--- config.mk ---
export PLATFORM = sky130hd
export DESIGN_NAME = uart_rx_sampler
export DESIGN_NICKNAME = d
export VERILOG_FILES = /design/src/rtl/uart_rx_sampler.sv
export SDC_FILE = /design/constraint.sdc
export NUM_CORES = 1
export LEC_CHECK = 0
export ABC_AREA = 0
export CORE_MARGIN = 3
export CORE_UTILIZATION = 50
export CTS_BUF_LIST = sky130_fd_sc_hd__clkbuf_2
export CTS_CLUSTER_SIZE = 8
export DETAILED_ROUTE_END_ITERATION = 12
export PLACE_DENSITY = 0.72
export SLEW_MARGIN = 20
export SYNTH_ARGS = -nofsm -noshare
export SYNTH_HDL_FRONTEND = slang
export SYNTH_SLANG_ARGS = --single-unit
--- constraint.sdc ---
create_clock -name CLK -period 6.1 [get_ports CLK]
set_input_delay 0.61 -clock CLK [delete_from_list [all_inputs] [get_ports CLK]]
set_output_delay 0.61 -clock CLK [all_outputs]
set_load 0.01 [all_outputs]
--- src/rtl/uart_rx_sampler.sv ---
// uart_rx_sampler: oversampling UART RX bit sampler.
// Synchronises RX_IN, counts clocks within each bit, takes an odd number of
// samples centred on mid-bit and majority-votes them. Samples that disagree
// raise noise_flag. Prescale values too small for the full window fall back
// to a single mid-bit sample.
module uart_rx_sampler #(
    parameter int PRESCALE_W  = 6,
    parameter int NUM_SAMPLES = 3,
    parameter int SYNC_STAGES = 2
) (
    input  logic                  CLK,
    input  logic                  RST,
    input  logic                  RX_IN,
    input  logic [PRESCALE_W-1:0] Prescale,
    input  logic                  data_samp_en,
    output logic [PRESCALE_W-1:0] edge_cnt,
    output logic                  sampled_bit,
    output logic                  sample_valid,
    output logic                  noise_flag,
    output logic                  bit_done,
    output logic                  config_err
);

    localparam int K  = NUM_SAMPLES >> 1;
    localparam int CW = $clog2(NUM_SAMPLES + 1);
    // Two guard bits so that half+K+2 cannot wrap for any Prescale
    localparam int XW = PRESCALE_W + 2;

    typedef enum logic [1:0] {IDLE, RUN, CFG_ERR} state_t;

    state_t                  state_q, state_d;
    logic [SYNC_STAGES-1:0]  sync_q, sync_d;
    logic [PRESCALE_W-1:0]   presc_q, presc_d;
    logic [PRESCALE_W-1:0]   cnt_q, cnt_d;
    logic [NUM_SAMPLES-1:0]  smp_q, smp_d;
    logic                    sb_q, sb_d;
    logic                    sv_q, sv_d;
    logic                    nf_q, nf_d;

    logic                    rx_s;
    logic [XW-1:0]           p_x, half_x, lo_x, hi_x, cnt_x;
    logic                    legal, full_ok, last_cyc, in_win, at_last;
    logic [NUM_SAMPLES-1:0]  smp_shift;
    logic [CW-1:0]           ones;

    assign rx_s = sync_q[SYNC_STAGES-1];

    // Sampling window and legality, derived from the frozen Prescale copy
    always_comb begin
        p_x      = XW'(presc_q);
        half_x   = p_x >> 1;
        legal    = !presc_q[0] && (p_x >= XW'(4));
        full_ok  = (half_x > XW'(K)) && (half_x + XW'(K) + XW'(2) <= p_x);
        lo_x     = full_ok ? half_x - XW'(K) : half_x;
        hi_x     = full_ok ? half_x + XW'(K) : half_x;
        cnt_x    = XW'(cnt_q);
        last_cyc = (cnt_x == p_x - XW'(1));
        in_win   = (state_q == RUN) && data_samp_en && (cnt_x >= lo_x) && (cnt_x <= hi_x);
        at_last  = in_win && (cnt_x == hi_x);
    end

    // Next state: enable rising picks RUN or CFG_ERR, enable falling returns to IDLE
    always_comb begin
        state_d = state_q;
        case (state_q)
            IDLE:    if (data_samp_en) state_d = legal ? RUN : CFG_ERR;
            RUN:     if (!data_samp_en) state_d = IDLE;
            CFG_ERR: if (!data_samp_en) state_d = IDLE;
            default: state_d = IDLE;
        endcase
    end

    // Datapath: synchroniser, shadow Prescale, bit counter, sample shift and vote
    always_comb begin
        sync_d    = {sync_q[SYNC_STAGES-2:0], RX_IN};
        presc_d   = data_samp_en ? presc_q : Prescale;

        // The first enabled cycle (still IDLE) shows edge_cnt 0, so it advances to 1
        cnt_d = '0;
        if (data_samp_en && ((state_q == RUN) || ((state_q == IDLE) && legal)))
            cnt_d = last_cyc ? '0 : cnt_q + PRESCALE_W'(1);

        smp_shift = NUM_SAMPLES'({smp_q, rx_s});
        ones      = '0;
        for (int i = 0; i < NUM_SAMPLES; i++)
            ones = ones + CW'(smp_shift[i]);

        smp_d = smp_q;
        if (!data_samp_en || (state_q != RUN) || last_cyc)
            smp_d = '0;
        else if (in_win)
            smp_d = smp_shift;

        sv_d = at_last;
        sb_d = sb_q;
        nf_d = nf_q;
        if (at_last) begin
            if (full_ok) begin
                sb_d = (ones > CW'(K));
                nf_d = (ones != '0) && (ones != CW'(NUM_SAMPLES));
            end else begin
                sb_d = rx_s;
                nf_d = 1'b0;
            end
        end
    end

    // State and datapath registers
    always_ff @(posedge CLK or posedge RST) begin
        if (RST) begin
            state_q <= IDLE;
            sync_q  <= '1;
            presc_q <= '0;
            cnt_q   <= '0;
            smp_q   <= '0;
            sb_q    <= 1'b1;
            sv_q    <= 1'b0;
            nf_q    <= 1'b0;
        end else begin
            state_q <= state_d;
            sync_q  <= sync_d;
            presc_q <= presc_d;
            cnt_q   <= cnt_d;
            smp_q   <= smp_d;
            sb_q    <= sb_d;
            sv_q    <= sv_d;
            nf_q    <= nf_d;
        end
    end

    // Outputs: bit_done and config_err decode straight from counter and state
    always_comb begin
        edge_cnt     = cnt_q;
        sampled_bit  = sb_q;
        sample_valid = sv_q;
        noise_flag   = nf_q;
        bit_done     = (state_q == RUN) && data_samp_en && last_cyc;
        config_err   = (state_q == CFG_ERR);
    end

endmodule

==> impl_metrics.toml, run 1 <==
[synth]
ys_types = 55
synth_top_area_cell = "dfrtp_1"
synth_seq_area_share = 0.265
synth_edf_count = 0
async_flop_share = 1.00
netlist_top_cells_count = "ha_1, nand2_1, dfrtp_1"
yosysMostFrequentCell = "ha_1"
syn-num-nets = 252
synth_top_area_share = 0.226
syn_area_um2 = 2000
synth.area.top_cells = "dfrtp_1, ha_1, xnor2_1"
ys_seq_elements = 21
avgSynthCellArea_um2 = 9.37
syn_inst = 213
ys.flop_type = "dfrtp_1"
yosysWarnings = 0

[global_routing]
antenna_found_initial = 0
busiest_layer = "met2"
first_global_vias = 1488
grt_use_met1 = 0.228
globalRouteMet3Util = 0.0333
met2_usage = 0.306
grt_overflow = 0
grt_pass1_wl_mm = 7.03
grt_usage = 0.176
grt_max_degree = 22

[flow_run]
cap_violations = 0

[layout]
instances_no_fill = 278
diodes = 0
nNetsFinal = 270
area_delta_synth_final_pct = 12.4
drive_gt1_frac = 0.109
fill_cells = 343

[pwr]
netSwitchingFraction = 0.410
p_clk_frac = 0.121
vdd_drop_max_uv = 163
netSwitchingPower_w = 0.000197
seqPwrFrac = 0.370
p_int_w = 0.000284
p_leak_nw = 0.940
p_comb_frac = 0.509
cellPowerDensity_nw_per_um2 = 214

[clock_network]
clockBufferDepth = 2
cts.htree.levels = 1
root_buffer = "clkbuf_2"
cts.clk_slew.worst_paths_ns = 0.20
cts_tree = "built"
cts_hold_buf = 0
cts_resized = 0
post_cts_buffers = 0
clkLatencyLatePin_ns = 0.33
cts.sinks = 21
numCtsBuffers = 3

[timing]
fin_skew_ns = 0.00460
finalHoldViolCount = 0
drv_slew = 0
tns_ns = 0
rsz0062_at_grt = "no"
finalSetupViolations = 0
fmax_ghz = 0.204
slew_headroom = 0.474
fin_crit_sh = 0.802
worstMarginPinSlew_ns = 0.788
min_period_ns = 4.89

[floorplanning]
rows = 22
die_w_um = 69.2
ioPinCount = 21
core_um2 = 3740
dieHeight_um = 69.2
initial_core_util = 0.533
die_area_um2 = 4790

[critical_path]
start_kind = "register"
critPathMaxFanout = 13
end_kind = "register"
critPathArrivalTime_ns = 5.13
worst-setup-path-type = "reg -> reg"
required_ns = 6.34

[drt]
routed_via_density = 5.61
vias = 1559
ant_nets = 0
avgRoutedWirePerCell_um = 14.4
first_iter_violations = 52
routed_wl_mm = 4.01
drc = 0
first_pass_iters = 4

[place]
post-place-cells = 274
globalplace.congestion = 0.865
dp.final_hpwl_mm = 3.17
port_buffers = 20

[outcome]
status = "finished, final reports clean"

[worst_hold_path]
hp-class = "reg -> reg"
==> final timing paths <==
check | start | cells past startpoint | slack (ns) | endpoint
max | presc_q[2]$_DFFE_PP0N_ | 18 | 1.21 | noise_flag$_DFFE_PP0P_
min | sync_q[0]$_DFF_PP1_ | 0 | 0.37 | sync_q[1]$_DFF_PP1_
max reg2reg | presc_q[2]$_DFFE_PP0N_ | 18 | 1.21 | noise_flag$_DFFE_PP0P_
min reg2reg | sync_q[0]$_DFF_PP1_ | 0 | 0.37 | sync_q[1]$_DFF_PP1_
max in group asynchronous | RST | 2 | 4.93 | presc_q[4]$_DFFE_PP0N_
min in group asynchronous | RST | 2 | 0.69 | edge_cnt[1]$_DFF_PP0_
==> final cells by class <==
type                            count  area, um2  share of cell area
Multi-Input combinational cell    167       1370               0.609
Sequential cell                    21        529               0.236
Timing Repair Buffer               20        200              0.0892
Inverter                           18       67.6              0.0301
Tap cell                           48       60.1              0.0268
Clock buffer                        3       15.0             0.00669
Clock inverter                      1       5.00             0.00223
==> through the flow <==
step                      power [W]  worst slack [ns]  hold slack [ns]   util  cell area (um2)
after CTS                  0.000485              1.19            0.371  0.599             2240
after detailed placement   0.000426              1.24            0.347  0.594             2220
after global routing       0.000533             0.815            0.380  0.599             2240
final                      0.000481              1.21            0.371  0.599             2240
after global placement     0.000423              1.33            0.348  0.594             2220
after floorplan            0.000369              1.81            0.345      -             2000
==> critical path: stages (launching register included) <==
cell and delay (ns):
dfrtp_1 0.59, inv_1 0.22, ha_1 0.46, ha_1 0.25
nand2_1 0.08, a21oi_1 0.15, nand3_1 0.08, o21ai_0 0.18
ha_1 0.29, a21oi_1 0.17, o221ai_2 0.14, a22oi_2 0.46
xnor2_1 0.19, ha_1 0.26, or3b_2 0.44, o2111ai_1 0.15
a41o_1 0.30, nor3_4 0.06, mux2_1 0.32
==> kinds of logic (layout without fill, tap and decap cells) <==
kind of cell,Yosys count,in the layout,synth area share
flops,21,21,0.265
simple gates,67,67,0.191
xor+xnor,20,20,0.0915
buf+inv,25,42,0.0502
fa+ha+maj,29,29,0.186
compound gates,40,40,0.154
mux,11,11,0.0627
==> sequential cells by signal, indices dropped and copies added, names as in the netlist <==
register	flops
state_q	2
edge_cnt	6
noise_flag	1
sample_valid	1
sampled_bit	1
smp_q	2
presc_q	6
sync_q	2
==> cells in the final DEF (no fill, tap or decap), drive strengths merged, types with 7 or more instances in the layout <==
cell type / Yosys / routed
inv: 17 / 17
nand2: 19 / 19
nor2: 7 / 7
nor3: 8 / 8
clkdlybuf4s50: 0 / 20
nand3: 8 / 8
xnor2: 14 / 14
dfrtp: 18 / 18
a21oi: 9 / 9
mux2: 9 / 9
ha: 28 / 28
o21ai: 8 / 8
==> power groups by stage <==
stage | Clock [W] | Combinational, W | Sequential [W]
finish | 0.0000582 | 0.000245 | 0.000178
global placement | 0 | 0.000242 | 0.000181
CTS | 0.0000608 | 0.000246 | 0.000178
detailed placement | 0 | 0.000245 | 0.000181
floorplan | 0 | 0.000199 | 0.000170
global route | 0.0000678 | 0.000283 | 0.000182
==> routing by layer <==
metal | up-vias | routed length, um
met2 | 28 | 2010
met3 | 6 | 164
met4 | 0 | 32
met5 | - | 0
met1 | 729 | 1800
li1 | 796 | -
No activity file was read; power rests on OpenSTA's default activity.
==> inputs of run 2 (changes only) <==
--- a/config.mk
+++ b/config.mk
@@ -11,7 +11,7 @@
 export CTS_BUF_LIST = sky130_fd_sc_hd__clkbuf_2
 export CTS_CLUSTER_SIZE = 8
 export DETAILED_ROUTE_END_ITERATION = 12
-export PLACE_DENSITY = 0.72
+export PLACE_DENSITY = 0.75
 export SLEW_MARGIN = 20
 export SYNTH_ARGS = -nofsm -noshare
 export SYNTH_HDL_FRONTEND = slang
==> constraint.sdc (replaced) <==
create_clock -name CLK -period 4.1 [get_ports CLK]
set_input_delay 0.41 -clock CLK [delete_from_list [all_inputs] [get_ports CLK]]
set_output_delay 0.41 -clock CLK [all_outputs]
set_load 0.01 [all_outputs]
==> run 2 against run 1 <==
The run now ends with negative setup slack left. Combinational power increased by 100%. Power increased by 75%. Critical path type unchanged. Critical path depth increased by 2. Count of clock-buffer cells in the layout increased by 1. Non-clock buffer count increased by 19. Sequential cell count unchanged. Critical endpoint is now smp_q[0]$_DFFE_PP0P_. Sequential share of layout area decreased by 2.2 points. Utilization increased by 6.3 points. Clock skew decreased by 0.00093 ns. Hold slack improved by 0.0016 ns.
==> impl_metrics.toml, run 2 (same netlist as run 1, synthesis figures left out) <==
[drt]
vias = 1688
routed_via_density = 5.68
first_pass_iters = 4
first_iter_violations = 57
drc = 0
avgRoutedWirePerCell_um = 14.9
routed_wl_mm = 4.43
ant_nets = 0

[critical_path]
start_kind = "register"
critPathArrivalTime_ns = 4.40
crit_cells = 20
critPathSlowestCell = "dfrtp_1"
regToRegStartpoint = "presc_q[2]$_DFFE_PP0N_"
reg2reg_to = "smp_q[0]$_DFFE_PP0P_"
cp_slowest_stage_delay_ns = 0.46
cp_num_buf_inv = 2
crit_path_cell_trace = "ha_2, xor2_1, ha_2, nor2_1, nor2_1, o21ai_0, o21ai_1, ha_1, nand4_1, o221ai_2, a22oi_2, buf_4, buf_4, o21a_1, ha_1, nor2b_1, o21a_1, o31a_1, o31ai_1, a211oi_2"
critPathMaxFanout = 5
worst-setup-path-type = "reg -> reg"
ff2ff_path_depth = 20
r2r_slack_ns = -0.07
worst_path_dominant_cell_family = "compound AO/OA/AOI/OAI gates"
required_ns = 4.33
end_kind = "register"

[clock_network]
cts_tree = "built"
numCtsBuffers = 3
cts.sinks = 21
clockBufferDepth = 2
cts.htree.levels = 1
clkLatencyLatePin_ns = 0.33
cts.clk_slew.worst_paths_ns = 0.19
root_buffer = "clkbuf_2"
cts_hold_buf = 0

[timing]
drv_slew = 0
finalHoldViolCount = 0
setup_ws_ns = -0.0691
slew_headroom = 0.466
fin_crit_sh = 1.02
rsz0062_at_grt = "yes"
finalSetupViolations = 3
fin_skew_ns = 0.00367
min_period_ns = 4.17
worstMarginPinSlew_ns = 0.800
hold-worst-slack_ns = 0.372
fmax_ghz = 0.240

[place]
port_buffers = 20
dpl_cell_area_um2 = 2360
post-place-ws_ns = -0.0217
dp.final_hpwl_mm = 3.39
globalplace.congestion = 0.857

[pwr]
vdd_drop_max_uv = 217
p_leak_nw = 1.05
seqPwrFrac = 0.305
cellPowerDensity_nw_per_um2 = 339
p_clk_frac = 0.106
p_comb_frac = 0.588
netSwitchingFraction = 0.397
p_int_w = 0.000507
netSwitchingPower_w = 0.000333
fin_total_pwr_w = 0.000840

[outcome]
violations = "negative setup slack"
status = "complete, but fails checks"

[floorplanning]
core_um2 = 3740
dieHeight_um = 69.2
initial_core_util = 0.533
die_w_um = 69.2
rows = 22
ioPinCount = 21
die_area_um2 = 4790

[worst_hold_path]
hold_depth = 0
hp-class = "reg -> reg"
holdPathEnd = "sync_q[1]$_DFF_PP1_"
hold_path_startpoint = "sync_q[0]$_DFF_PP1_"

[global_routing]
grt_usage = 0.184
grt_max_degree = 22
grt_pass1_wl_mm = 7.32
grt_overflow = 0
antenna_found_initial = 0
first_global_vias = 1654

[flow_run]
cap_violations = 0

[layout]
final_cell_mix = "ha_1, clkdlybuf4s50_1, buf_4"
final_area_um2 = 2480
diodes = 0
nNetsFinal = 289
area_delta_synth_final_pct = 24.1
mostFrequentLayoutCell = "ha_1"
fin_util = 0.662
drive_gt1_frac = 0.261
## run 2: cell types whose count changed in the layout (fill, tap and decap cells not counted), moves of 3 or more
cell	before	now
nand2_2	0	3
ha_1	28	25
buf_4	0	19
nand2_1	19	16
## run 2: worst register-to-register path, delay by kind of cell (launching register included)
kind	cells	cell delay [ns]
compound gates	9	1.66
fa+ha+maj	4	1.07
flops	1	0.46
simple gates	4	0.43
buf+inv	2	0.30
xor+xnor	1	0.14
## run 2: routing by layer
metal  GRT usage  part of all wire  vias to the layer above
met5           0                 0                        -
met4      0.0499             0.019                        0
met3      0.0333             0.027                       12
met2       0.328              0.52                       28
met1       0.226              0.43                      821
li1            -                 -                      827
## run 2: timing repair
item,in CTS,in global routing
gates cloned,0,0
endpoints found under the setup margin,4,4
pin swaps,6,18
resized for setup,4,14
buffers inserted,2,2
## run 2: worst max-delay path by stage
stage	startpoint	endpoint	slack, ns
2_1_floorplan	presc_q[1]$_DFFE_PP0N_	noise_flag$_DFFE_PP0P_	0.008
3_3_place_gp	presc_q[1]$_DFFE_PP0N_	noise_flag$_DFFE_PP0P_	0.06
3_5_place_dp	presc_q[1]$_DFFE_PP0N_	noise_flag$_DFFE_PP0P_	-0.02
4_1_cts	presc_q[2]$_DFFE_PP0N_	smp_q[1]$_DFFE_PP0P_	0.003
5_1_grt	presc_q[1]$_DFFE_PP0N_	smp_q[0]$_DFFE_PP0P_	-0.29
6_report	presc_q[2]$_DFFE_PP0N_	smp_q[0]$_DFFE_PP0P_	-0.07
## run 2: cell type report
class | count | area (um2)
clock buffers | 4 | 20.0
fillers | 329 | 1270
inverters | 18 | 67.6
multi-input cells | 167 | 1460
flip-flops and latches | 21 | 531
well taps | 48 | 60.1
repair buffers | 39 | 343
## run 2: power by group through the flow
stage / Clock (W) / Combinational [W] / Sequential, W
4_1_cts: 0.0000922 / 0.000447 / 0.000255
5_1_grt: 0.0000983 / 0.000548 / 0.000259
2_1_floorplan: 0 / 0.000310 / 0.000253
6_report: 0.0000894 / 0.000494 / 0.000256
3_3_place_gp: 0 / 0.000416 / 0.000258
3_5_place_dp: 0 / 0.000425 / 0.000259
## run 2: metrics by stage
step / setup TNS (ns) / std cells
after floorplan: 0 / 213
after global placement: 0 / 289
after detailed placement: -0.0358 / 289
after CTS: 0 / 295
after global routing: -1.08 / 297
final: -0.0950 / 297
==> inputs of run 3 (changes only) <==
--- a/config.mk
+++ b/config.mk
@@ -6,11 +6,12 @@
 export NUM_CORES = 1
 export LEC_CHECK = 0
 export ABC_AREA = 0
-export CORE_MARGIN = 3
+export CORE_MARGIN = 1
 export CORE_UTILIZATION = 50
 export CTS_BUF_LIST = sky130_fd_sc_hd__clkbuf_2
 export CTS_CLUSTER_SIZE = 8
 export DETAILED_ROUTE_END_ITERATION = 12
+export HOLD_SLACK_MARGIN = 0.03
 export PLACE_DENSITY = 0.75
 export SLEW_MARGIN = 20
 export SYNTH_ARGS = -nofsm -noshare
==> run 3 against run 2 <==
The run still ends with negative setup slack left. Non-clock buffer count up 8. Fmax about the same. Count of clock-buffer cells in the layout unchanged. Worst setup slack lost 0.00051 ns. Sequential cell count unchanged. Design area is 5.7% higher. Critical path type unchanged. Largest power group unchanged.
==> impl_metrics.toml, run 3 (same netlist as run 1, synthesis figures left out) <==
[drt]
first_pass_iters = 4
vias = 1691
routed_via_density = 5.54
avgRoutedWirePerCell_um = 15.2
first_iter_violations = 90
ant_nets = 0
drc = 0
routed_wl_mm = 4.64

[critical_path]
r2r_slack_ns = -0.07
start_kind = "register"
end_kind = "register"
required_ns = 4.31
critPathArrivalTime_ns = 4.38
critPathMaxFanout = 7
worst-setup-path-type = "reg -> reg"

[place]
port_buffers = 20
dp.final_hpwl_mm = 3.32
globalplace.congestion = 0.833

[clock_network]
cts.clk_slew.worst_paths_ns = 0.19
root_buffer = "clkbuf_2"
cts_hold_buf = 0
cts_tree = "built"
cts.sinks = 21
numCtsBuffers = 3
cts.htree.levels = 1
clkLatencyLatePin_ns = 0.31
clockBufferDepth = 2

[floorplanning]
dieHeight_um = 65.2
initial_core_util = 0.533
die_area_um2 = 4250
rows = 22
die_w_um = 65.2
ioPinCount = 21
core_um2 = 3740

[pwr]
p_comb_frac = 0.612
fin_total_pwr_w = 0.000893
vdd_drop_max_uv = 215
p_clk_frac = 0.097
p_leak_nw = 1.09
p_int_w = 0.000537
cellPowerDensity_nw_per_um2 = 341
netSwitchingFraction = 0.398
netSwitchingPower_w = 0.000356
seqPwrFrac = 0.291

[global_routing]
grt_overflow = 0
grt_usage = 0.223
antenna_found_initial = 0
grt_max_degree = 22
grt_pass1_wl_mm = 7.29
first_global_vias = 1631

[timing]
fin_crit_sh = 1.02
setup_ws_ns = -0.0696
finalHoldViolCount = 0
hold-worst-slack_ns = 0.370
worstMarginPinSlew_ns = 0.789
slew_headroom = 0.473
finalSetupViolations = 4
drv_slew = 0
fmax_ghz = 0.240
fin_skew_ns = 0.00639
min_period_ns = 4.17
rsz0062_at_grt = "yes"

[layout]
diodes = 0
fill_cells = 306
final_cell_mix = "buf_4, ha_1, clkdlybuf4s50_1"
nNetsFinal = 297
mostFrequentLayoutCell = "buf_4"
area_delta_synth_final_pct = 31.2
drive_gt1_frac = 0.323

[outcome]
violations = "negative setup slack"
status = "complete, but fails checks"

[worst_hold_path]
hp-class = "reg -> reg"

[flow_run]
cap_violations = 0
[run 3: cell types whose count changed in the layout (fill, tap and decap cells not counted), moves of 3 or more]
cell     before  now
buf_4        19   24
o21ai_0       5    2
nand2_1      16   19
buf_6         0    3
nand2_2       3    0
[run 3: worst paths after layout]
kind / from / to / cells past startpoint
worst max-delay path: presc_q[2]$_DFFE_PP0N_ / smp_q[1]$_DFFE_PP0P_ / 20
worst min-delay path: sync_q[0]$_DFF_PP1_ / sync_q[1]$_DFF_PP1_ / 0
worst max register to register: presc_q[2]$_DFFE_PP0N_ / smp_q[1]$_DFFE_PP0P_ / 20
worst min register to register: sync_q[0]$_DFF_PP1_ / sync_q[1]$_DFF_PP1_ / 0
max in group asynchronous: RST / presc_q[1]$_DFFE_PP0N_ / 2
min in group asynchronous: RST / state_q[0]$_DFFE_PP0P_ / 2
[run 3: cell type report]
cell class | instances | area, um2 | area share
tap | 48 | 60.1 | 0.0229
timing repair buffer | 47 | 414 | 0.158
inverter | 18 | 67.6 | 0.0258
multi-input combinational | 167 | 1530 | 0.583
sequential | 21 | 531 | 0.203
clock buffer | 4 | 20.0 | 0.00765
[run 3: per-layer routing]
metal / vias to the layer above / global-route usage / share of wire
met5: - / 0 / 0
met4: 0 / 0.0516 / 0.0063
met3: 4 / 0.0417 / 0.025
met2: 27 / 0.405 / 0.52
li1: 844 / - / -
met1: 816 / 0.269 / 0.45
[run 3: critical path, cell delays in order, from the launching register on]
cell and delay [ns]:
dfrtp_1 0.49, ha_4 0.20, xor2_2 0.17, ha_2 0.22, buf_6 0.12, xor2_2 0.13, xnor2_1 0.15, ha_1 0.34
a21oi_2 0.16, o221ai_2 0.13, a22oi_2 0.19, buf_6 0.15, buf_6 0.12, nand2_1 0.07, o21a_1 0.11, ha_1 0.33
nor2b_1 0.17, o21a_1 0.21, o31a_1 0.28, o31ai_2 0.24, a211oi_2 0.11
[run 3: power by group through the flow]
stage / Sequential, W / Clock, W / Combinational [W]
final: 0.000260 / 0.0000864 / 0.000547
after global routing: 0.000263 / 0.0000979 / 0.000597
after CTS: 0.000258 / 0.0000900 / 0.000472
after detailed placement: 0.000262 / 0 / 0.000421
after global placement: 0.000260 / 0 / 0.000412
after floorplan: 0.000253 / 0 / 0.000310
[run 3: per-stage QoR]
stage / TNS (ns) / cell area (um2) / util / cells / setup WS (ns)
2_1_floorplan: 0 / 2020 / - / 213 / 0.00787
3_3_place_gp: -0.0165 / 2370 / 0.633 / 291 / -0.0165
3_5_place_dp: -0.385 / 2370 / 0.633 / 291 / -0.126
4_1_cts: 0 / 2460 / 0.657 / 301 / 0.0179
5_1_grt: -0.860 / 2620 / 0.699 / 305 / -0.243
6_report: -0.205 / 2620 / 0.699 / 305 / -0.0696
[run 3: repair_timing]
| item | in CTS | in global routing |
|---|---|---|
| gates resized for setup | 10 | 28 |
| pin swaps | 13 | 24 |
| endpoints found under the hold margin | 0 | 0 |
| endpoints found under the setup margin | 4 | 4 |
| setup buffers | 6 | 4 |
